**src/rtl/r2sdf_stage.sv**
```systemverilog
// r2sdf_stage: radix-2 single-delay-feedback decimation-in-frequency butterfly.
//
// Each frame is 2*DEPTH accepted samples. The first DEPTH samples (phase 0)
// are stored in the feedback delay. Each of the next DEPTH samples (phase 1) is
// combined with the stored sample from DEPTH steps earlier. The sum is output
// and the difference is written back into the delay. The stored differences
// leave during the next frame's phase 0, or during a flush, and are tagged
// with a twiddle index so that a downstream rotator can apply W^k.
//
// Ports:
//   iClk, iRst_n           clock, asynchronous active-low reset
//   iData_valid            input sample present (stalls allowed)
//   iData_Re / iData_Im    WIDTH-bit two's complement input sample
//   iFlush                 drain stored differences (frame boundary only)
//   oReady                 low while flushing; input is dropped then
//   oData_valid            output sample valid
//   oData_Re / oData_Im    OW-bit output sample, zero when not valid
//   oTw_en / oTw_idx       difference term and its twiddle index k
module r2sdf_stage #(
  parameter int WIDTH = 32,
  parameter int DEPTH = 32,
  parameter int SCALE = 0,
  localparam int AW = $clog2(DEPTH),
  localparam int OW = (SCALE != 0) ? WIDTH : WIDTH + 1
) (
  input  logic             iClk,
  input  logic             iRst_n,
  input  logic             iData_valid,
  input  logic [WIDTH-1:0] iData_Re,
  input  logic [WIDTH-1:0] iData_Im,
  input  logic             iFlush,
  output logic             oReady,
  output logic             oData_valid,
  output logic [OW-1:0]    oData_Re,
  output logic [OW-1:0]    oData_Im,
  output logic             oTw_en,
  output logic [AW-1:0]    oTw_idx
);

  localparam int XW = WIDTH + 1;

  // Optional halving with round-half-up: (v + 1) >>> 1.
  function automatic logic [OW-1:0] scale_out(input logic [XW-1:0] v);
    logic [XW:0] t;
    t = {v[XW-1], v} + {{XW{1'b0}}, 1'b1};
    if (SCALE != 0) begin
      scale_out = t[OW:1];
    end else begin
      scale_out = v[OW-1:0];
    end
  endfunction

  logic [AW:0]   r_cnt;
  logic          r_primed;
  logic          r_ready;
  logic [XW-1:0] r_buf_re [DEPTH];
  logic [XW-1:0] r_buf_im [DEPTH];
  logic          r_valid;
  logic [OW-1:0] r_re;
  logic [OW-1:0] r_im;
  logic          r_tw_en;
  logic [AW-1:0] r_tw_idx;

  logic          w_step;
  logic          w_phase;
  logic [AW-1:0] w_k;
  logic          w_last_k;
  logic          w_flush_start;
  logic [XW-1:0] w_x_re, w_x_im;
  logic [XW-1:0] w_sum_re, w_sum_im;
  logic [XW-1:0] w_diff_re, w_diff_im;
  logic [XW-1:0] w_in_re, w_in_im;
  logic [XW-1:0] w_out_re, w_out_im;
  logic          w_out_valid;

  // While flushing (r_ready low), every cycle is a step and input is ignored.
  assign w_step        = (iData_valid & r_ready) | ~r_ready;
  assign w_phase       = r_cnt[AW];
  assign w_k           = r_cnt[AW-1:0];
  assign w_last_k      = (w_k == {AW{1'b1}});
  // Data in the same cycle wins over a flush request.
  assign w_flush_start = r_ready & ~iData_valid & iFlush & r_primed &
                         (r_cnt == {(AW+1){1'b0}});

  // Butterfly datapath: sign-extended input (zero while flushing), sum/difference with delay head.
  always_comb begin
    w_x_re      = r_ready ? {iData_Re[WIDTH-1], iData_Re} : {XW{1'b0}};
    w_x_im      = r_ready ? {iData_Im[WIDTH-1], iData_Im} : {XW{1'b0}};
    w_sum_re    = r_buf_re[DEPTH-1] + w_x_re;
    w_sum_im    = r_buf_im[DEPTH-1] + w_x_im;
    w_diff_re   = r_buf_re[DEPTH-1] - w_x_re;
    w_diff_im   = r_buf_im[DEPTH-1] - w_x_im;
    w_in_re     = w_x_re;
    w_in_im     = w_x_im;
    w_out_re    = r_buf_re[DEPTH-1];
    w_out_im    = r_buf_im[DEPTH-1];
    w_out_valid = 1'b0;
    if (w_phase) begin
      w_in_re     = w_diff_re;
      w_in_im     = w_diff_im;
      w_out_re    = w_sum_re;
      w_out_im    = w_sum_im;
      w_out_valid = w_step;
    end else begin
      // The head is a stored difference only once a full frame has completed.
      w_out_valid = w_step & r_primed;
    end
  end

  // Feedback delay line; contents survive reset since r_primed masks stale data.
  always_ff @(posedge iClk) begin
    if (w_step) begin
      r_buf_re[0] <= w_in_re;
      r_buf_im[0] <= w_in_im;
      for (int i = 1; i < DEPTH; i++) begin
        r_buf_re[i] <= r_buf_re[i-1];
        r_buf_im[i] <= r_buf_im[i-1];
      end
    end
  end

  // Frame counter, primed flag and flush control.
  always_ff @(posedge iClk or negedge iRst_n) begin
    if (!iRst_n) begin
      r_cnt    <= {(AW+1){1'b0}};
      r_primed <= 1'b0;
      r_ready  <= 1'b1;
    end else begin
      if (w_step) begin
        if (!r_ready && w_last_k) begin
          r_cnt   <= {(AW+1){1'b0}};
          r_ready <= 1'b1;
        end else begin
          r_cnt <= r_cnt + {{AW{1'b0}}, 1'b1};
        end
        // End of phase 1 leaves differences in the delay; end of phase 0 does not.
        if (w_last_k) begin
          r_primed <= w_phase;
        end
      end else if (w_flush_start) begin
        r_ready <= 1'b0;
      end
    end
  end

  // Registered outputs, forced to zero when not valid.
  always_ff @(posedge iClk or negedge iRst_n) begin
    if (!iRst_n) begin
      r_valid  <= 1'b0;
      r_re     <= {OW{1'b0}};
      r_im     <= {OW{1'b0}};
      r_tw_en  <= 1'b0;
      r_tw_idx <= {AW{1'b0}};
    end else begin
      r_valid  <= w_out_valid;
      r_re     <= w_out_valid ? scale_out(w_out_re) : {OW{1'b0}};
      r_im     <= w_out_valid ? scale_out(w_out_im) : {OW{1'b0}};
      r_tw_en  <= w_out_valid & ~w_phase;
      r_tw_idx <= (w_out_valid & ~w_phase) ? w_k : {AW{1'b0}};
    end
  end

  assign oReady      = r_ready;
  assign oData_valid = r_valid;
  assign oData_Re    = r_re;
  assign oData_Im    = r_im;
  assign oTw_en      = r_tw_en;
  assign oTw_idx     = r_tw_idx;

endmodule
```
**config.mk**
```make
export PLATFORM = sky130hd
export DESIGN_NAME = r2sdf_stage
export DESIGN_NICKNAME = d
export VERILOG_FILES = /design/src/rtl/r2sdf_stage.sv
export SDC_FILE = /design/constraint.sdc
export NUM_CORES = 2
export LEC_CHECK = 0
export BUFFER_PORTS_ARGS = -buffer_cell sky130_fd_sc_hd__buf_2
export CELL_PAD_IN_SITES_DETAIL_PLACEMENT = 0
export CELL_PAD_IN_SITES_GLOBAL_PLACEMENT = 2
export CORE_AREA = 2 2 573 575
export DETAILED_ROUTE_END_ITERATION = 6
export DIE_AREA = 0 0 575 577
export GPL_TIMING_DRIVEN = 0
export HOLD_SLACK_MARGIN = 0.15
export PLACE_DENSITY_LB_ADDON = 0.1
export SLEW_MARGIN = 30
export SYNTH_ARGS = -nofsm -noshare
export SYNTH_HDL_FRONTEND = slang
export SYNTH_SLANG_ARGS = --single-unit
```
**constraint.sdc**
```tcl
create_clock -name iClk -period 73.4 [get_ports iClk]
set_clock_uncertainty 0.05 [all_clocks]
set_input_delay 11.01 -clock iClk [delete_from_list [all_inputs] [get_ports iClk]]
set_output_delay 11.01 -clock iClk [all_outputs]
set_load 0.05 [all_outputs]
```
==> report_table.html <==
<table>
<tr><th>Metric</th><th>Value</th></tr>
<tr><th colspan="2">Run status</th></tr>
<tr><td>Result of the run</td><td>finished, final reports clean</td></tr>
<tr><th colspan="2">Setup path</th></tr>
<tr><td>Slowest-stage cell, CP</td><td>a21oi_1</td></tr>
<tr><td>Cells along the critical path</td><td>buf_2 &gt; nand2_1 &gt; inv_1 &gt; ha_1 &gt; inv_1 &gt; fa_1 &gt; o21bai_1 &gt; a21oi_1 &gt; o31ai_1 &gt; nor3b_1 &gt; o21ai_1 &gt; a21oi_1 &gt; o41ai_2 &gt; xnor2_1 &gt; or3_1 &gt; a21oi_1</td></tr>
<tr><td>Launching element type of the critical path</td><td>input pin</td></tr>
<tr><td>Crit path required time</td><td>approximately 74 ns</td></tr>
<tr><td>Critical path's top delay family</td><td>compound AO/OA/AOI/OAI gates</td></tr>
<tr><td>Worst Path Arrival</td><td>about 16 ns</td></tr>
<tr><td>Most frequent cell on the critical path</td><td>a21oi_1</td></tr>
<tr><td>WS Path Type</td><td>input pin to flip-flop</td></tr>
<tr><td>Slack of the worst reg-to-reg path</td><td>between 60 and 70 ns</td></tr>
<tr><td>Worst flop-to-flop path endpoint</td><td>oData_Im[32]$_DFF_PN0_</td></tr>
<tr><td>Reg2reg start</td><td>oReady$_DFFE_PN1P_</td></tr>
<tr><td>Critical path buffers and inverters</td><td>3</td></tr>
<tr><td>Endpoint class of the critical path</td><td>flip-flop</td></tr>
<tr><td>Delay contributed by the slowest stage of the critical path</td><td>0.63 ns</td></tr>
<tr><td>Max Fanout on Critical Path</td><td>5</td></tr>
<tr><td>Worst r2r path cells</td><td>19</td></tr>
<tr><th colspan="2">Placed design</th></tr>
<tr><td>Final HPWL DP</td><td>105900 um</td></tr>
<tr><td>Global placer's final weighted congestion</td><td>between 0.7 and 0.8</td></tr>
<tr><td>Cell Area, Placed</td><td>between 0.08 and 0.09 mm^2</td></tr>
<tr><td>Port Buffer Count</td><td>between 100 and 150</td></tr>
<tr><td>Post-placement worst setup slack</td><td>approximately 57 ns</td></tr>
<tr><th colspan="2">Min path</th></tr>
<tr><td>Worst min-delay path class</td><td>flip-flop to flip-flop</td></tr>
<tr><td>Min-delay src</td><td>r_buf_re[0][166]$_DFFE_PN_</td></tr>
<tr><td>Sink of the worst hold path</td><td>r_buf_re[0][199]$_DFFE_PN_</td></tr>
<tr><td>Min-Delay Path Depth</td><td>0</td></tr>
<tr><th colspan="2">Route</th></tr>
<tr><td>DR vias/cell</td><td>about 3.8</td></tr>
<tr><td>Total via count in the routed design</td><td>roughly 32000</td></tr>
<tr><td>Average wire per cell in the routed design</td><td>approximately 19 um</td></tr>
<tr><td>Number of search-and-repair iterations in the first detailed-routing pass</td><td>5</td></tr>
<tr><td>Number of nets with antenna violations after routing</td><td>0</td></tr>
<tr><td>WL final</td><td>between 150000 and 200000 um</td></tr>
<tr><td>Number of DRC markers after the initial detailed-route iteration</td><td>2678</td></tr>
<tr><td>Remaining design rule violation count</td><td>0</td></tr>
<tr><th colspan="2">Floorplanning</th></tr>
<tr><td>Die area</td><td>0.3318 mm^2</td></tr>
<tr><td>Die extent in y</td><td>approximately 580 um</td></tr>
<tr><td>I/O pin total</td><td>around 140</td></tr>
<tr><td>Die boundary width</td><td>around 580 um</td></tr>
<tr><td>Rows</td><td>210</td></tr>
<tr><td>Area of the core region</td><td>about 0.33 mm^2</td></tr>
<tr><td>Starting density of the core</td><td>22.88%</td></tr>
<tr><th colspan="2">Pwr</th></tr>
<tr><td>Total design power</td><td>about 3000 uW</td></tr>
<tr><td>Pwr dens</td><td>between 30 and 40 mW/mm^2</td></tr>
<tr><td>Leakage power figure</td><td>approximately 0.031 uW</td></tr>
<tr><td>Peak VDD IR</td><td>approximately 0.018 mV</td></tr>
<tr><th colspan="2">Timing</th></tr>
<tr><td>Final Hold Fails</td><td>0</td></tr>
<tr><td>Transition time at the pin with the least slew margin</td><td>between 0.9 and 1 ns</td></tr>
<tr><td>Slack of the critical path</td><td>around 58 ns</td></tr>
<tr><td>Final critical delay including setup and external delays</td><td>~15 ns</td></tr>
<tr><td>Slew Limit Headroom</td><td>roughly a third</td></tr>
<tr><td>Setup repair after global routing missed its margin</td><td>no</td></tr>
<tr><td>Maximum operating frequency</td><td>roughly 66 MHz</td></tr>
<tr><td>Sum of negative setup slack</td><td>0 ns</td></tr>
<tr><td>Post-route clock period utilization</td><td>approximately a fifth</td></tr>
<tr><td>Setup violations, final</td><td>0</td></tr>
<tr><td>Max-slew violation count</td><td>0</td></tr>
<tr><th colspan="2">Global route</th></tr>
<tr><td>Met2 capacity usage during global routing</td><td>about 15%</td></tr>
<tr><td>Antenna violations before repair</td><td>16</td></tr>
<tr><td>Fraction of met3 tracks used by global routing</td><td>approximately 1.6%</td></tr>
<tr><td>Largest net degree at the start of global routing</td><td>between 80 and 90</td></tr>
<tr><td>Congestion Overflow GR</td><td>0</td></tr>
<tr><td>Total routing resource utilization after global routing</td><td>9.717%</td></tr>
<tr><td>Global-route wire length before repair</td><td>approximately 240000 um</td></tr>
<tr><td>Vias in the first global route</td><td>approximately 33000</td></tr>
<tr><td>Met1 layer usage reported by global route</td><td>between 10% and 20%</td></tr>
<tr><td>GR peak layer</td><td>met2</td></tr>
<tr><th colspan="2">CTS</th></tr>
<tr><td>Maximum clock path buffer count</td><td>4</td></tr>
<tr><td>Worst-Skew Late Latency</td><td>roughly 0.87 ns</td></tr>
<tr><td>CTS root buf</td><td>clkbuf_16</td></tr>
<tr><td>Post-CTS Repair Setup Buffers</td><td>0</td></tr>
<tr><td>Hold_buf cts</td><td>0</td></tr>
<tr><td>Depth of the CTS H-tree</td><td>4</td></tr>
<tr><td># resized after CTS</td><td>0</td></tr>
<tr><td>Total clock sinks</td><td>between 2000 and 2500</td></tr>
<tr><td>Clock transition time at the flip-flop clock pins of the worst setup and hold paths</td><td>~0.060 ns</td></tr>
<tr><td>Clock tree from TritonCTS</td><td>yes</td></tr>
<tr><td>Number of buffers created by CTS</td><td>between 200 and 250</td></tr>
<tr><th colspan="2">Layout</th></tr>
<tr><td>Filler cells</td><td>about 33000</td></tr>
<tr><td>Signed area change from the synthesized netlist to the final layout</td><td>20.31%</td></tr>
<tr><td>Final design area excluding fillers</td><td>between 0.08 and 0.09 mm^2</td></tr>
<tr><td>Share of layout cells above drive strength 1</td><td>between 10% and 20%</td></tr>
<tr><td>Final layout net count</td><td>roughly 4300</td></tr>
<tr><th colspan="2">Logic synthesis</th></tr>
<tr><td>Register bit total from synthesis</td><td>about 2200</td></tr>
<tr><td>Commonest register cell after synthesis</td><td>edfxtp_1</td></tr>
<tr><td>Number of unique standard cell types used by synthesis</td><td>82</td></tr>
<tr><td>Post-Syn Nets</td><td>about 3800</td></tr>
<tr><td>Synth Area per Inst</td><td>20.49 um^2</td></tr>
<tr><td>Share of the yosys chip area belonging to registers</td><td>just under 90%</td></tr>
<tr><td>Gate count of the mapped netlist</td><td>approximately 3600</td></tr>
<tr><td>Share of flip-flops with an asynchronous set or reset after synthesis</td><td>between 3 and 4%</td></tr>
<tr><td>Number of synthesized flops with an enable pin</td><td>approximately 2100</td></tr>
<tr><td>Synthesized area</td><td>between 0.07 and 0.08 mm^2</td></tr>
<tr><td>Yosys warns</td><td>0</td></tr>
<tr><th colspan="2">Flow run</th></tr>
<tr><td>Max Cap Viol</td><td>0</td></tr>
</table>
-- final cells by class --
cell class | instances | area (um^2) | share of cell area [%]
plain buffers | 85 | 390.4 | 0.4353
multi-input cells | 1220 | 8243 | 9.191
clock buffers | 325 | 6579 | 7.335
diodes | 12 | 30.03 | 0.03348
repair buffers | 182 | 1824 | 2.034
well taps | 4346 | 5438 | 6.063
inverters | 140 | 530.5 | 0.5915
flip-flops and latches | 2193 | 65450 | 72.97
clock inverters | 124 | 1204 | 1.342
-- flip-flops by register name, indices dropped and copies added, names as in the netlist --
name / cells
oData_Im: 33
oData_Re: 33
r_buf_im: 1056
oTw_idx: 5
r_cnt: 6
r_primed: 1
r_buf_re: 1056
oData_valid: 1
oTw_en: 1
oReady: 1
-- routing by layer --
layer / wire (um) / vias to the layer above
met2: 72800 / 483
met4: 5694 / 0
met1: 80280 / 16780
met5: 0 / -
li1: - / 14910
met3: 5554 / 271
-- stage by stage --
stage | cells | utilization, % | hold WS [ns]
after floorplan | 3638 | - | 0.3503
after global placement | 8125 | 24.77 | 0.3500
after detailed placement | 8166 | 25.13 | 0.3545
after CTS | 8615 | 27.52 | 0.3363
after global routing | 8620 | 27.52 | 0.3455
final | 8627 | 27.53 | 0.3474
-- kinds of logic after synthesis --
family	share of synthesized area, %
adder cells (fa/ha/maj)	2.407
AND/OR/NAND/NOR	2.842
AO/OA/AOI/OAI	4.193
flip-flops	87.80
multiplexers	0.3709
XOR/XNOR	1.210
buffers and inverters	1.180
-- how the worst max path moves through the flow --
stage	from	end	slack [ns]	cells past startpoint
2_1_floorplan	iData_valid	oData_Re[23]$_DFF_PN0_	6.81	5
4_1_cts	iData_Im[0]	oData_Im[32]$_DFF_PN0_	58.07	16
5_1_grt	iData_Im[0]	oData_Im[32]$_DFF_PN0_	57.87	16
3_3_place_gp	iData_valid	oData_Re[23]$_DFF_PN0_	-28.44	6
6_report	iData_Im[0]	oData_Im[32]$_DFF_PN0_	58.24	16
3_5_place_dp	iData_Im[0]	oData_Im[32]$_DFF_PN0_	57.08	16
-- worst register-to-register path, stage by stage, from the launching register on --
cell and delay (ns):
dfstp_2 0.62, clkbuf_1 0.59, clkbuf_2 0.50, buf_16 0.20, buf_2 0.42, nand2_1 0.14
inv_1 0.10, ha_1 0.25, inv_1 0.09, fa_1 0.50, o21bai_1 0.21, a21oi_1 0.13
o31ai_1 0.48, nor3b_1 0.60, o21ai_1 0.25, a21oi_1 0.59, o41ai_2 0.19, xnor2_1 0.16
or3_1 0.31, a21oi_1 0.63
-- cell usage in the layout, fill, tap and decap left out, types with 48 or more instances in the layout --
cell / n
xnor2_1: 86
clkinv_1: 48
nand2_1: 163
o21ai_0: 106
nor2_1: 150
clkbuf_16: 243
inv_1: 137
clkbuf_1: 98
buf_2: 160
a21oi_1: 148
dfrtp_1: 80
ha_1: 137
edfxtp_1: 2112
-- power breakdown --
group | switching [uW] | internal [uW]
Clock | 487 | 700
Combinational | 196 | 65.3
Sequential | 38.7 | 1500
Total | 721 | 2260
-- synth_stat cells, types with 5 or more instances --
cell      number  area, um^2
o21ai_0      108       540.5
clkbuf_1      58       217.7
o41ai_1        5       43.79
xnor2_1       86       753.2
nand3b_1       6       45.04
nor3_1        27       135.1
a21oi_1      148       740.7
o31a_1         6       52.55
o21ai_1        6       30.03
and3_1        16       100.1
mux2i_1       22       220.2
o211ai_1       7       52.55
nand2_1      163       611.8
ha_1         137        1714
nor2b_1       19       118.9
edfxtp_1    2112       63420
or2_2          6       37.54
dfrtp_1       80        2002
a311oi_1       5       43.79
nor4_1         8       50.05
xor2_1        17       148.9
buf_1          8       30.03
or3_1         10       62.56
a211oi_1      44       330.3
nand2b_1      18       112.6
nand3_1       24       120.1
a21o_1        26       195.2
o31ai_1       12       90.09
inv_1        137       514.2
a31oi_1       12       75.07
mux2_2         5       56.30
buf_2         14       70.07
nor2_1       151       566.8
o21a_1        13       97.59
o21bai_1      29       217.7
nand4_1        9       56.30
No activity file was read; power rests on OpenSTA's default activity.
